`config.mk`:
```
export PLATFORM = sky130hd
export DESIGN_NAME = bictr_seq_ctrl
export DESIGN_NICKNAME = d
export VERILOG_FILES = /design/src/rtl/bictr_seq_pkg.sv /design/src/rtl/bictr_seq_shadow.sv /design/src/rtl/bictr_seq_ctrl.sv
export SDC_FILE = /design/constraint.sdc
export NUM_CORES = 1
export LEC_CHECK = 0
export CORE_ASPECT_RATIO = 1.75
export CORE_UTILIZATION = 50
export DETAILED_ROUTE_END_ITERATION = 10
export GPL_TIMING_DRIVEN = 0
export PLACE_DENSITY = 0.83
export SETUP_SLACK_MARGIN = 0.15
export SLEW_MARGIN = 20
export SYNTH_ARGS = -nofsm -noshare
export SYNTH_HDL_FRONTEND = slang
export SYNTH_SLANG_ARGS = --single-unit
```
`constraint.sdc`:
```
create_clock -name clk -period 2.9 [get_ports clk]
set_input_delay 0.58 -clock clk [delete_from_list [all_inputs] [get_ports clk]]
set_output_delay 0.58 -clock clk [all_outputs]
set_load 0.05 [all_outputs]
```
`src/rtl/bictr_seq_pkg.sv`:
```
// Shared opcodes and FSM state encoding for the up/down counter command sequencer.
package bictr_seq_pkg;

  localparam int unsigned OP_W = 2;

  localparam logic [OP_W-1:0] OP_LOAD = 2'b00;
  localparam logic [OP_W-1:0] OP_UP   = 2'b01;
  localparam logic [OP_W-1:0] OP_DOWN = 2'b10;
  localparam logic [OP_W-1:0] OP_HOLD = 2'b11;

  typedef enum logic [1:0] {
    S_IDLE = 2'd0,
    S_LOAD = 2'd1,
    S_RUN  = 2'd2
  } state_e;

  // UP and DOWN enable the counter; HOLD only occupies the sequencer.
  function automatic logic op_counts(input logic [OP_W-1:0] op);
    return (op == OP_UP) || (op == OP_DOWN);
  endfunction

endpackage

```
`src/rtl/bictr_seq_shadow.sv`:
```
// Shadow model of the driven counter; flags (sticky) any divergence of cnt_q once a preset is seen.
module bictr_seq_shadow
  import bictr_seq_pkg::*;
#(
  parameter int unsigned WIDTH = 8
) (
  input  logic             clk,
  input  logic             rst,
  input  logic             load,
  input  logic             cen,
  input  logic             count_up_dwn,
  input  logic [WIDTH-1:0] data_preset,
  input  logic [WIDTH-1:0] cnt_q,
  output logic             mismatch
);

  logic [WIDTH-1:0] shadow_q, shadow_d;
  logic             armed_q, armed_d;
  logic             mismatch_q, mismatch_d;

  // Track what the counter should hold after this edge; compare only once a known value exists.
  always_comb begin
    shadow_d   = shadow_q;
    armed_d    = armed_q | load;
    mismatch_d = mismatch_q | (armed_q & (cnt_q != shadow_q));
    if (load) begin
      shadow_d = data_preset;
    end else if (cen) begin
      shadow_d = count_up_dwn ? (shadow_q + WIDTH'(1)) : (shadow_q - WIDTH'(1));
    end
  end

  always_ff @(posedge clk) begin
    if (rst) begin
      shadow_q   <= '0;
      armed_q    <= 1'b0;
      mismatch_q <= 1'b0;
    end else begin
      shadow_q   <= shadow_d;
      armed_q    <= armed_d;
      mismatch_q <= mismatch_d;
    end
  end

  assign mismatch = mismatch_q;

endmodule

```
`src/rtl/bictr_seq_ctrl.sv`:
```
// Command sequencer driving the preset up/down counter controls for exact cycle counts.
// Optional shadow checking of cnt_q is built when BICTR_SEQ_SHADOW_CHECK_EN is defined.
module bictr_seq_ctrl
  import bictr_seq_pkg::*;
#(
  parameter int unsigned WIDTH = 8
) (
  input  logic             clk,
  input  logic             rst,
  input  logic             cmd_valid,
  output logic             cmd_ready,
  input  logic [1:0]       cmd_op,
  input  logic [WIDTH-1:0] cmd_arg,
  output logic             busy,
  output logic             done,
  output logic             cen,
  output logic             count_up_dwn,
  output logic             load,
  output logic [WIDTH-1:0] data_preset,
  input  logic [WIDTH-1:0] cnt_q,
  output logic             mismatch
);

  state_e           state_q, state_d;
  logic [WIDTH-1:0] rem_q, rem_d;
  logic             ready_q, ready_d;
  logic             busy_q, busy_d;
  logic             done_q, done_d;
  logic             cen_q, cen_d;
  logic             cud_q, cud_d;
  logic             load_q, load_d;
  logic [WIDTH-1:0] dp_q, dp_d;

  logic accept_c;
  logic last_cycle_c;

  assign accept_c     = cmd_valid & ready_q;
  assign last_cycle_c = (state_q == S_LOAD) || ((state_q == S_RUN) && (rem_q == '0));

  // Next state and next registered outputs; a command accepted in a last cycle chains with no gap.
  always_comb begin
    state_d = state_q;
    rem_d   = rem_q;
    cen_d   = cen_q;
    cud_d   = cud_q;
    load_d  = 1'b0;
    dp_d    = '0;
    done_d  = 1'b0;

    if ((state_q == S_RUN) && (rem_q != '0)) begin
      rem_d = rem_q - WIDTH'(1);
    end

    if (last_cycle_c) begin
      state_d = S_IDLE;
      cen_d   = 1'b0;
      cud_d   = 1'b0;
      done_d  = 1'b1;
    end

    if (accept_c) begin
      if (cmd_op == OP_LOAD) begin
        state_d = S_LOAD;
        rem_d   = '0;
        load_d  = 1'b1;
        cen_d   = 1'b1;
        cud_d   = 1'b0;
        dp_d    = cmd_arg;
      end else if (cmd_arg == '0) begin
        // Zero-length command: completes immediately without touching the counter.
        state_d = S_IDLE;
        rem_d   = '0;
        cen_d   = 1'b0;
        cud_d   = 1'b0;
        done_d  = 1'b1;
      end else begin
        state_d = S_RUN;
        rem_d   = cmd_arg - WIDTH'(1);
        cen_d   = op_counts(cmd_op);
        cud_d   = (cmd_op == OP_UP);
      end
    end

    busy_d  = (state_d != S_IDLE);
    ready_d = (state_d != S_RUN) || (rem_d == '0);
  end

  always_ff @(posedge clk) begin
    if (rst) begin
      state_q <= S_IDLE;
      rem_q   <= '0;
      ready_q <= 1'b1;
      busy_q  <= 1'b0;
      done_q  <= 1'b0;
      cen_q   <= 1'b0;
      cud_q   <= 1'b0;
      load_q  <= 1'b0;
      dp_q    <= '0;
    end else begin
      state_q <= state_d;
      rem_q   <= rem_d;
      ready_q <= ready_d;
      busy_q  <= busy_d;
      done_q  <= done_d;
      cen_q   <= cen_d;
      cud_q   <= cud_d;
      load_q  <= load_d;
      dp_q    <= dp_d;
    end
  end

  assign cmd_ready    = ready_q;
  assign busy         = busy_q;
  assign done         = done_q;
  assign cen          = cen_q;
  assign count_up_dwn = cud_q;
  assign load         = load_q;
  assign data_preset  = dp_q;

`ifdef BICTR_SEQ_SHADOW_CHECK_EN
  bictr_seq_shadow #(
    .WIDTH(WIDTH)
  ) u_shadow (
    .clk          (clk),
    .rst          (rst),
    .load         (load_q),
    .cen          (cen_q),
    .count_up_dwn (cud_q),
    .data_preset  (dp_q),
    .cnt_q        (cnt_q),
    .mismatch     (mismatch)
  );
`else
  logic unused_cnt;
  assign unused_cnt = ^cnt_q;
  assign mismatch   = 1'b0;
`endif

endmodule

```
==> qor.yml <==
final_layout:
  utilization_pct: 69.1
  final_common_cell: "clkdlybuf4s50_1"
  final_nets: 208
  insertedDiodeCount: 0
  area_growth_pct: 27.5
  final_layout_size_suffix_gt1_share_pct: 7.78
  mostFrequentLayoutCells: "clkdlybuf4s50_1, dfxtp_1, nor2_1"
  fill_cells: 191
sta:
  timing.fmax_mhz: 399
  setup_viol: 0
  fin_skew_ns: 0.00565
  slew_violations: 0
  fin_crit_sh_pct: 86.4
  timing.final.crit_period_ns: 2.50
  rsz0062_at_grt: "false"
  slew_headroom_pct: 43.1
  fin_setup_tns_ns: 0
  worstMarginPinSlew_ns: 0.852
  hold_viol_final: 0
synth:
  ys_seq_elements: 24
  synth-edff-count: 0
  syn_area_mm2: 0.00128
  ys_seq_area_share_pct: 37.6
  yosys_warnings: 0
  synth.lib_cells_used.distinct: 42
  postSynth.asyncResetShare_pct: 0
  syn_avg_cell_area_um2: 8.52
  synth_nets: 177
  synth_cells: 150
  synthFlopType: "dfxtp_1"
route:
  top_layer: "met4"
  first_pass_iters: 6
  routed-wl-met2_mm: 1.70
  drt-met1-wl_mm: 1.15
  wl_met3_um: 179
  vias: 1232
  via_per_inst: 6.01
  dr.first_iter.drc_count: 32
  wl_per_cell_um: 15.5
  drcViolationCount: 0
  routed_wl_mm: 3.18
  postRouteAntennaNets: 0
outcome:
  outcome: "finished clean"
clock_tree:
  cts_buffer_depth: 2
  cts_tree: "done"
  htree_levels: 1
  cts-root-buf: "clkbuf_8"
  clkLatencyLatePin_ns: 0.27
  cts_hold_buf: 0
  cts_num_sinks: 24
  path_clk_slew_ns: 0.09
  cts_buffers: 3
pwr:
  ir_worst_vdd_mv: 0.345
  p_sw_share_pct: 32.4
  p_leak_nw: 0.634
  comb_power_share_pct: 28.8
  clkPwrFrac_pct: 27.2
  power_density_mw_per_mm2: 514
  p_int_w: 0.000566
  p_switching_w: 0.000271
  p_total_w: 0.000837
  power_frac_seq_pct: 44.0
critical_path:
  cp.arrival_ns: 2.70
  crit_path_end_kind: "flip-flop"
  reg2reg_from: "rem_q[0]"
  crit_fanout: 6
  cp-endpoint: "cmd_ready"
  rr_worst_depth: 8
  crit_required_ns: 3.10
  worstSetupStartpoint: "cmd_arg[0]"
  path_class: "in2reg"
  regToRegSetupSlack_ns: 0.63
  r2r-end: "cmd_ready"
  cp-start-kind: "input port"
die:
  placementRows: 23
  io_pins: 36
  start_util_pct: 54.2
  core_mm2: 0.00236
  die_h_um: 68.9
  die_area_mm2: 0.00277
  die_w_um: 40.2
min_path:
  min_path_type: "reg2reg"
grt:
  grt_max_degree: 14
  grt_pass1_vias: 1258
  antenna_found_initial: 0
  grt_first_pass_wirelength_mm: 5.19
  overflow: 0
  grt_usage_pct: 27.2
job:
  cap_violations: 0
placed_design:
  gp_congestion: 0.901
  dp_hpwl_mm: 2.44
  numPortBuffers: 26
-- per-stage QoR --
stage	setup slack [ns]	std cells	hold slack (ns)	cell area, um2
floorplan	0.896	150	0.552	1280
global placement	0.0728	201	0.489	1570
detailed placement	0.0252	201	0.493	1570
CTS	0.300	205	0.519	1630
global route	0.215	205	0.580	1630
finish	0.396	205	0.516	1630
-- power groups by stage --
stage | logic [W] | clock network (W) | registers [W]
3_3_place_gp | 0.000228 | 0 | 0.000374
3_5_place_dp | 0.000235 | 0 | 0.000375
2_1_floorplan | 0.000135 | 0 | 0.000400
4_1_cts | 0.000239 | 0.000231 | 0.000367
5_1_grt | 0.000263 | 0.000243 | 0.000371
6_report | 0.000241 | 0.000228 | 0.000369
-- cells by family after synthesis --
logic type               after synthesis  share of synthesized area (%)
AND/OR/NAND/NOR                       63                           27.4
AO/OA/AOI/OAI                         35                           18.7
flip-flops                            24                           37.6
buffers and inverters                 13                           4.11
adder cells (fa/ha/maj)                6                           5.87
multiplexers                           5                           4.01
XOR/XNOR                               3                           2.06
other                                  1                          0.293
-- per-layer routing --
layer | global-route usage (%) | vias up
li1 | - | 592
met1 | 24.5 | 569
met2 | 50.0 | 56
met3 | 6.09 | 15
met4 | 17.9 | 0
met5 | 0 | -
-- registers in the layout, summed over array words and instances, names as in the netlist --
register / flops
done: 1
state_q: 2
busy: 1
load: 1
data_preset: 8
count_up_dwn: 1
rem_q: 8
cmd_ready: 1
cen: 1
-- cells in the mapped netlist (all sizes together) (2+ instances only) --
cell	number	area share [%]
dfxtp	24	38
nor2	21	6.2
a21oi	14	5.5
and2	10	4.9
nand2	10	2.9
inv	9	2.6
ha	6	5.9
nor3	5	2.0
mux2i	4	3.1
o22a	4	2.7
a31oi	3	1.5
clkbuf	3	0.88
nor3b	3	1.8
nor4	3	3.1
o21ai	3	1.2
xnor2	3	2.1
a211oi	2	1.2
a22oi	2	1.6
nand2b	2	0.98
nand3	2	1.2
o211ai	2	1.6
-- critical path: stages --
cell and delay, ns:
clkdlybuf4s50_1 0.49, inv_1 0.18, ha_1 0.22, nor3b_2 0.35
nand2_1 0.14, nand2_1 0.23, o22a_1 0.21, nand4_1 0.13
o211ai_2 0.17
-- how the worst min path moves through the flow --
| stage | to | startpoint | depth (start not counted) | slack (ns) |
|---|---|---|---|---|
| 6_report | cen | cen | 2 | 0.52 |
| 5_1_grt | count_up_dwn | count_up_dwn | 2 | 0.58 |
| 4_1_cts | cen | cen | 2 | 0.52 |
| 3_5_place_dp | cen | cen | 2 | 0.49 |
| 3_3_place_gp | cen | cen | 2 | 0.49 |
| 2_1_floorplan | busy | state_q[1] | 2 | 0.55 |
-- area by class of cell --
type | count | area (um2) | area share [%]
Tap cell | 25 | 31.3 | 1.92
Timing Repair Buffer | 26 | 260 | 16.0
Sequential cell | 24 | 480 | 29.5
Buffer | 4 | 18.8 | 1.15
Inverter | 9 | 33.8 | 2.07
Multi-Input combinational cell | 113 | 751 | 46.0
Clock buffer | 4 | 55.1 | 3.38
-- timing repair --
item / in CTS / in global routing
endpoints found under the hold margin: 0 / 0
buffers inserted: 0 / 0
setup endpoints to repair: 0 / 1
resized for setup: 0 / 1
Note: power is estimated with default switching activity, not from simulation.
==> edit 1 (same flow settings) <==
The 3 states of `state_e` get a one-hot encoding in 3 bits.
--- a/src/rtl/bictr_seq_pkg.sv
+++ b/src/rtl/bictr_seq_pkg.sv
@@ -9,8 +9,8 @@
   localparam logic [OP_W-1:0] OP_HOLD = 2'b11;
 
-  typedef enum logic [1:0] {
-    S_IDLE = 2'd0,
-    S_LOAD = 2'd1,
-    S_RUN  = 2'd2
+  typedef enum logic [2:0] {
+    S_IDLE = 3'b001,
+    S_LOAD = 3'b010,
+    S_RUN  = 3'b100
   } state_e;
 
Check against the original RTL: same outputs for any inputs over 10 cycles, from zero or initial values and one cycle with rst high; not proved beyond that.
==> edit 1 against the unedited design <==
- combinational power shrank 16%
- wire length decreased by 1.9%
- synthesized area is 5.6% higher
- final area is 2.9% higher
- setup slack improved by 0.0064 ns
- power fell by 6.1%
- sequential power grew 2%
- count of clock-buffer cells in the layout unchanged
- sequential cell count grew 1
- via count decreased by 1.3%
==> edit 1: results (changes against the unedited design) <==
stage	metric	value	unit	change
synthesis	synth_xor_area_share	5.84	%	+3.8 points
place	dp_hpwl	2.45	mm	+0.27%
place	dp_cells	203		+1.0%
final_layout	drive_gt1_share	7.73	%	-0.043 points
synthesis	yosysSeqAreaShare	37.1	%	-0.50 points
synthesis	synth-compound-area-share	13.4	%	-5.3 points
place	finalWeightedCongestion	0.972		+7.9%
final_layout	num-fill-cells	228		+19%
grt	grt.total_usage	23.1	%	-4.2 points
grt	grt_max_degree	14		unchanged
clock_network	cts_max_path_buffers	2		unchanged
synthesis	ys_top_cells_by_count	dfxtp_1 (25), nor2_1 (25), a21oi_1 (11)		
synthesis	syn_nets	179		+1.1%
synthesis	yosys.area_share.adder	5.56	%	-0.31 points
synthesis	ys_top_cells_by_area	dfxtp_1 (37%), nor2_1 (7.0%), ha_1 (5.6%), and2_1 (4.6%), a21oi_1 (4.1%)		
sta	setup_viol	0		unchanged
outcome	status	completed		
detailed_routing	dr.pass1.iters	4		-2
sta	slew_headroom	48.0	%	+5.0 points
detailed_routing	wl_per_cell	15.1	µm	-2.8%
setup_path	arrival	2.69	ns	about the same
detailed_routing	dr_total_vias	1216		-1.3%
clock_network	cts_resized	0		unchanged
final_layout	fin_nets	209		+0.48%
clock_network	clock_latency	0.27	ns	about the same
setup_path	crit_fanout	10		+4
clock_network	root_buffer	clkbuf_8		
place	dp_slack	0.152	ns	+0.127 ns
synthesis	synth.area.mux_share	2.32	%	-1.7 points
synthesis	netlist_instances	152		+1.3%
grt	grt_pass1_wl	4.78	mm	-7.8%
synthesis	async_reset_ff_share	0	%	unchanged
min_path	hp-class	flop to flop		
place	dpl_cell_area	0.00163	mm²	+4.0%
place	port_buffers	25		-3.8%
grt	antenna_found_initial	0		unchanged
detailed_routing	post_drt_via_cell_ratio	5.87		-2.3%
clock_network	path_clk_slew	0.09	ns	about the same
synthesis	synth_cell_type_count	41		-2.4%
clock_network	cts_buffers	3		unchanged
power	p_leak	0.648	nW	+2.1%
sta	worst_clock_skew	0.00346	ns	-0.00219 ns
power	ir_worst_vdd	0.000387	V	+12%
detailed_routing	drtIter0Drc	31		-3.1%
grt	grt_pass1_vias	1136		-9.7%
## edit 1: cell types whose count changed in the layout (fill, tap and decap cells not counted), moves of 2 or more
cell and delta:
inv_1 -2, nor3_1 -3, mux2i_1 -2, nand2_1 -4, buf_4 +2, nand4bb_1 +2
xor2_1 +5, nand4b_1 +3, o22a_1 -4, nor2_1 +4, a21oi_1 -3, a22oi_1 +3
nand2b_1 +2
## edit 1: worst paths after layout
path                                    from            to  slack [ns]  cells after the start
worst min-delay path            count_up_dwn  count_up_dwn        0.52                      2
worst min register to register  count_up_dwn  count_up_dwn        0.52                      2
worst max register to register      rem_q[0]     cmd_ready        0.68                      8
worst max-delay path              cmd_arg[0]     cmd_ready        0.40                     10
## edit 1: stage by stage
step           util (%)  hold WS, ns
3_3_place_gp       64.7        0.478
3_5_place_dp       64.7        0.511
5_1_grt            66.5        0.554
6_report           66.5        0.518
2_1_floorplan         -        0.547
4_1_cts            66.5        0.536
## edit 1: cells by family (layout without fill, tap and decap cells)
family                   count (synthesis)  after routing
AND/OR/NAND/NOR                         69             69
AO/OA/AOI/OAI                           27             27
multiplexers                             3              3
flip-flops                              25             25
other                                    1              1
buffers and inverters                   12             41
XOR/XNOR                                 9              9
adder cells (fa/ha/maj)                  6              6
## edit 1: area by class of cell
type                       count  area (µm²)  area share [%]
multi-input combinational    115         786            46.8
sequential                    25         500            29.8
timing repair buffer          25         250            14.9
clock buffer                   4        45.0            2.68
buffer                         5        37.5            2.24
tap                           26        32.5            1.94
inverter                       7        26.3            1.57
## edit 1: power breakdown
| part | internal [mW] | switching, mW | total [mW] |
|---|---|---|---|
| logic | 0.0840 | 0.117 | 0.202 |
| clock network | 0.0983 | 0.108 | 0.206 |
| registers | 0.361 | 0.0174 | 0.378 |
## edit 1: per-layer routing
metal	global-route usage, %	vias to the layer above	share of wire (%)
met5	0	-	0
met4	13.6	0	4.9
met3	2.82	14	4.5
met2	40.8	47	55
met1	22.9	572	36
li1	-	583	-
## edit 1: worst max-delay path: stages
cell and delay (ns):
clkdlybuf4s50_1 0.46, inv_1 0.12, ha_1 0.16, nor3b_1 0.33, nand2_1 0.15, and2_1 0.16, buf_4 0.16, a32oi_1 0.21
nand4bb_1 0.16, o2111ai_2 0.21
==> edit 2 (same flow settings) <==
Made on the original files. Build with the macro `BICTR_SEQ_SHADOW_CHECK_EN` defined.
--- a/src/rtl/bictr_seq_ctrl.sv
+++ b/src/rtl/bictr_seq_ctrl.sv
@@ -1,4 +1,6 @@
 // Command sequencer driving the preset up/down counter controls for exact cycle counts.
 // Optional shadow checking of cnt_q is built when BICTR_SEQ_SHADOW_CHECK_EN is defined.
+`define BICTR_SEQ_SHADOW_CHECK_EN
+
 module bictr_seq_ctrl
   import bictr_seq_pkg::*;
Behaviour: not the same (a bounded check fails within 4 cycles, from zero or initial values and one cycle with rst high).
==> edit 2 against the unedited design <==
- power increased by 58%
- via count increased by 53%
- setup slack got worse by 0.20 ns
- synthesized cell count increased by 58%
- final area increased by 55%
- sequential cell count increased by 10
- wire length increased by 59%
- combinational power increased by 77%
- synthesized area increased by 59%
- global-route usage decreased by 1.5 points
- critical endpoint unchanged
- largest cell class unchanged
- worst hold slack got worse by 0.047 ns
==> edit 2: results (changes against the unedited design) <==
stage	metric	value	unit	change
place	finalWeightedCongestion	0.923		+2.4%
place	dpl_cell_area	0.00243	mm²	+55%
power	ir_worst_vdd	0.000423	V	+23%
clock_network	clock_latency	0.29	ns	+0.02 ns
power	pwr-share-comb	32.3	%	+3.5 points
detailed_routing	wl_met1	1.78	mm	+55%
synthesis	syn_nets	271		+53%
setup_path	arrival	2.87	ns	+0.17 ns
detailed_routing	dr_total_vias	1890		+53%
synthesis	yosysSeqAreaShare	33.5	%	-4.1 points
min_path	whs_path_depth	2		unchanged
power	powerSeq	536	µW	+45%
setup_path	ff2ff_path_depth	8		unchanged
detailed_routing	wl_met3	160	µm	-11%
sta	holdWs	0.469	ns	-0.0469 ns
synthesis	ys_top_cells_by_count	nor2_1 (36), dfxtp_1 (34), a21oi_1 (22)		
grt	met1_usage	23.2	%	-1.3 points
setup_path	reg2reg_setup_slack	0.44	ns	-0.19 ns
final_layout	area_growth	24.5	%	
setup_path	cp_slowest_cell	or4_2		
clock_network	path_clk_slew	0.07	ns	-0.02 ns
min_path	hold_path_end	u_shadow.shadow_q[7]		
outcome	status	completed		
setup_path	max_stage_delay	0.62	ns	+0.13 ns
synthesis	ys_top_cells_by_area	dfxtp_1 (34%), ha_1 (7.4%), nor2_1 (6.7%), a21oi_1 (5.4%), xor2_1 (4.3%)		
final_layout	drive_gt1_share	9.68	%	+1.9 points
sta	slew_headroom	45.3	%	+2.2 points
detailed_routing	drtIter0Drc	34		+6.3%
place	dp_hpwl	3.94	mm	+62%
grt	grt.total_usage	25.8	%	-1.5 points
min_path	hold_start	data_preset[7]		
grt	met3_usage	4.39	%	-1.7 points
detailed_routing	wl	5.05	mm	+59%
power	p_leak	1.02	nW	+61%
power	switchingPower	434	µW	+60%
grt	grt_pass1_wl	8.21	mm	+58%
final_layout	num-fill-cells	349		+83%
grt	grt_max_degree	11		-3
setup_path	crit_start	cmd_arg[0]		
job	maxCapViolations	0		unchanged
grt	use_met2	49.5	%	-0.55 points
sta	worst_clock_skew	0.00627	ns	+0.000620 ns
detailed_routing	wl_met2	2.85	mm	+68%
setup_path	cpLargestDelayFamily	simple AND/OR/NAND/NOR gates		
place	port_buffers	34		+31%
clock_network	htree_levels	2		+1
clock_network	cts_buffers	5		+2
final_layout	fin_nets	312		+50%
synthesis	synth_cell_type_count	55		+31%
setup_path	r2r_start	rem_q[0]		
detailed_routing	dr.pass1.iters	4		-2
edit 2: changes by cell type after synthesis, sizes merged, moves of 3 or more:
cell / unedited run / this run
inv: 9 / 16
ha: 6 / 12
a2bb2oi: 0 / 3
a21oi: 14 / 22
nor2: 21 / 36
dfxtp: 24 / 34
mux2: 1 / 7
xor2: 0 / 10
mux2i: 4 / 7
edit 2: cell type report:
cell class | instances | share of cell area [%]
sequential | 34 | 26.9
buffer | 7 | 1.48
clock inverter | 1 | 0.198
inverter | 16 | 2.38
timing repair buffer | 34 | 13.5
tap | 48 | 2.38
clock buffer | 7 | 3.41
multi-input combinational | 180 | 49.8
edit 2: logic make-up (layout without fill, tap and decap cells):
family / count (synthesis) / count (layout) / share of synthesized area (%)
AOI/OAI and AO/OA: 52 / 52 / 17.1
muxes: 14 / 14 / 7.52
DFF: 34 / 34 / 33.5
xor gates and xnor gates: 15 / 15 / 6.47
buffers and inverters: 23 / 65 / 4.81
and+or+nand+nor: 86 / 86 / 22.2
adders and majority gates: 13 / 13 / 8.38
edit 2: stage by stage:
step / cells / setup WS [ns] / power (mW)
finish: 327 / 0.194 / 1.32
global route: 327 / 0.182 / 1.39
CTS: 327 / 0.224 / 1.33
detailed placement: 319 / -0.154 / 0.968
global placement: 319 / -0.199 / 0.955
floorplan: 237 / 0.361 / 0.847
edit 2: worst max-delay path by stage:
stage          cells after the start                   end  slack [ns]
2_1_floorplan                      8  u_shadow.shadow_q[7]        0.36
3_3_place_gp                       9             cmd_ready       -0.20
3_5_place_dp                       9             cmd_ready       -0.15
4_1_cts                            9             cmd_ready        0.22
5_1_grt                            9             cmd_ready        0.18
6_report                           9             cmd_ready        0.19
edit 2: timing repair:
item	CTS	global route
buffers inserted	0	0
setup endpoints to repair	1	0
resized for setup	1	0
hold buffers	0	0
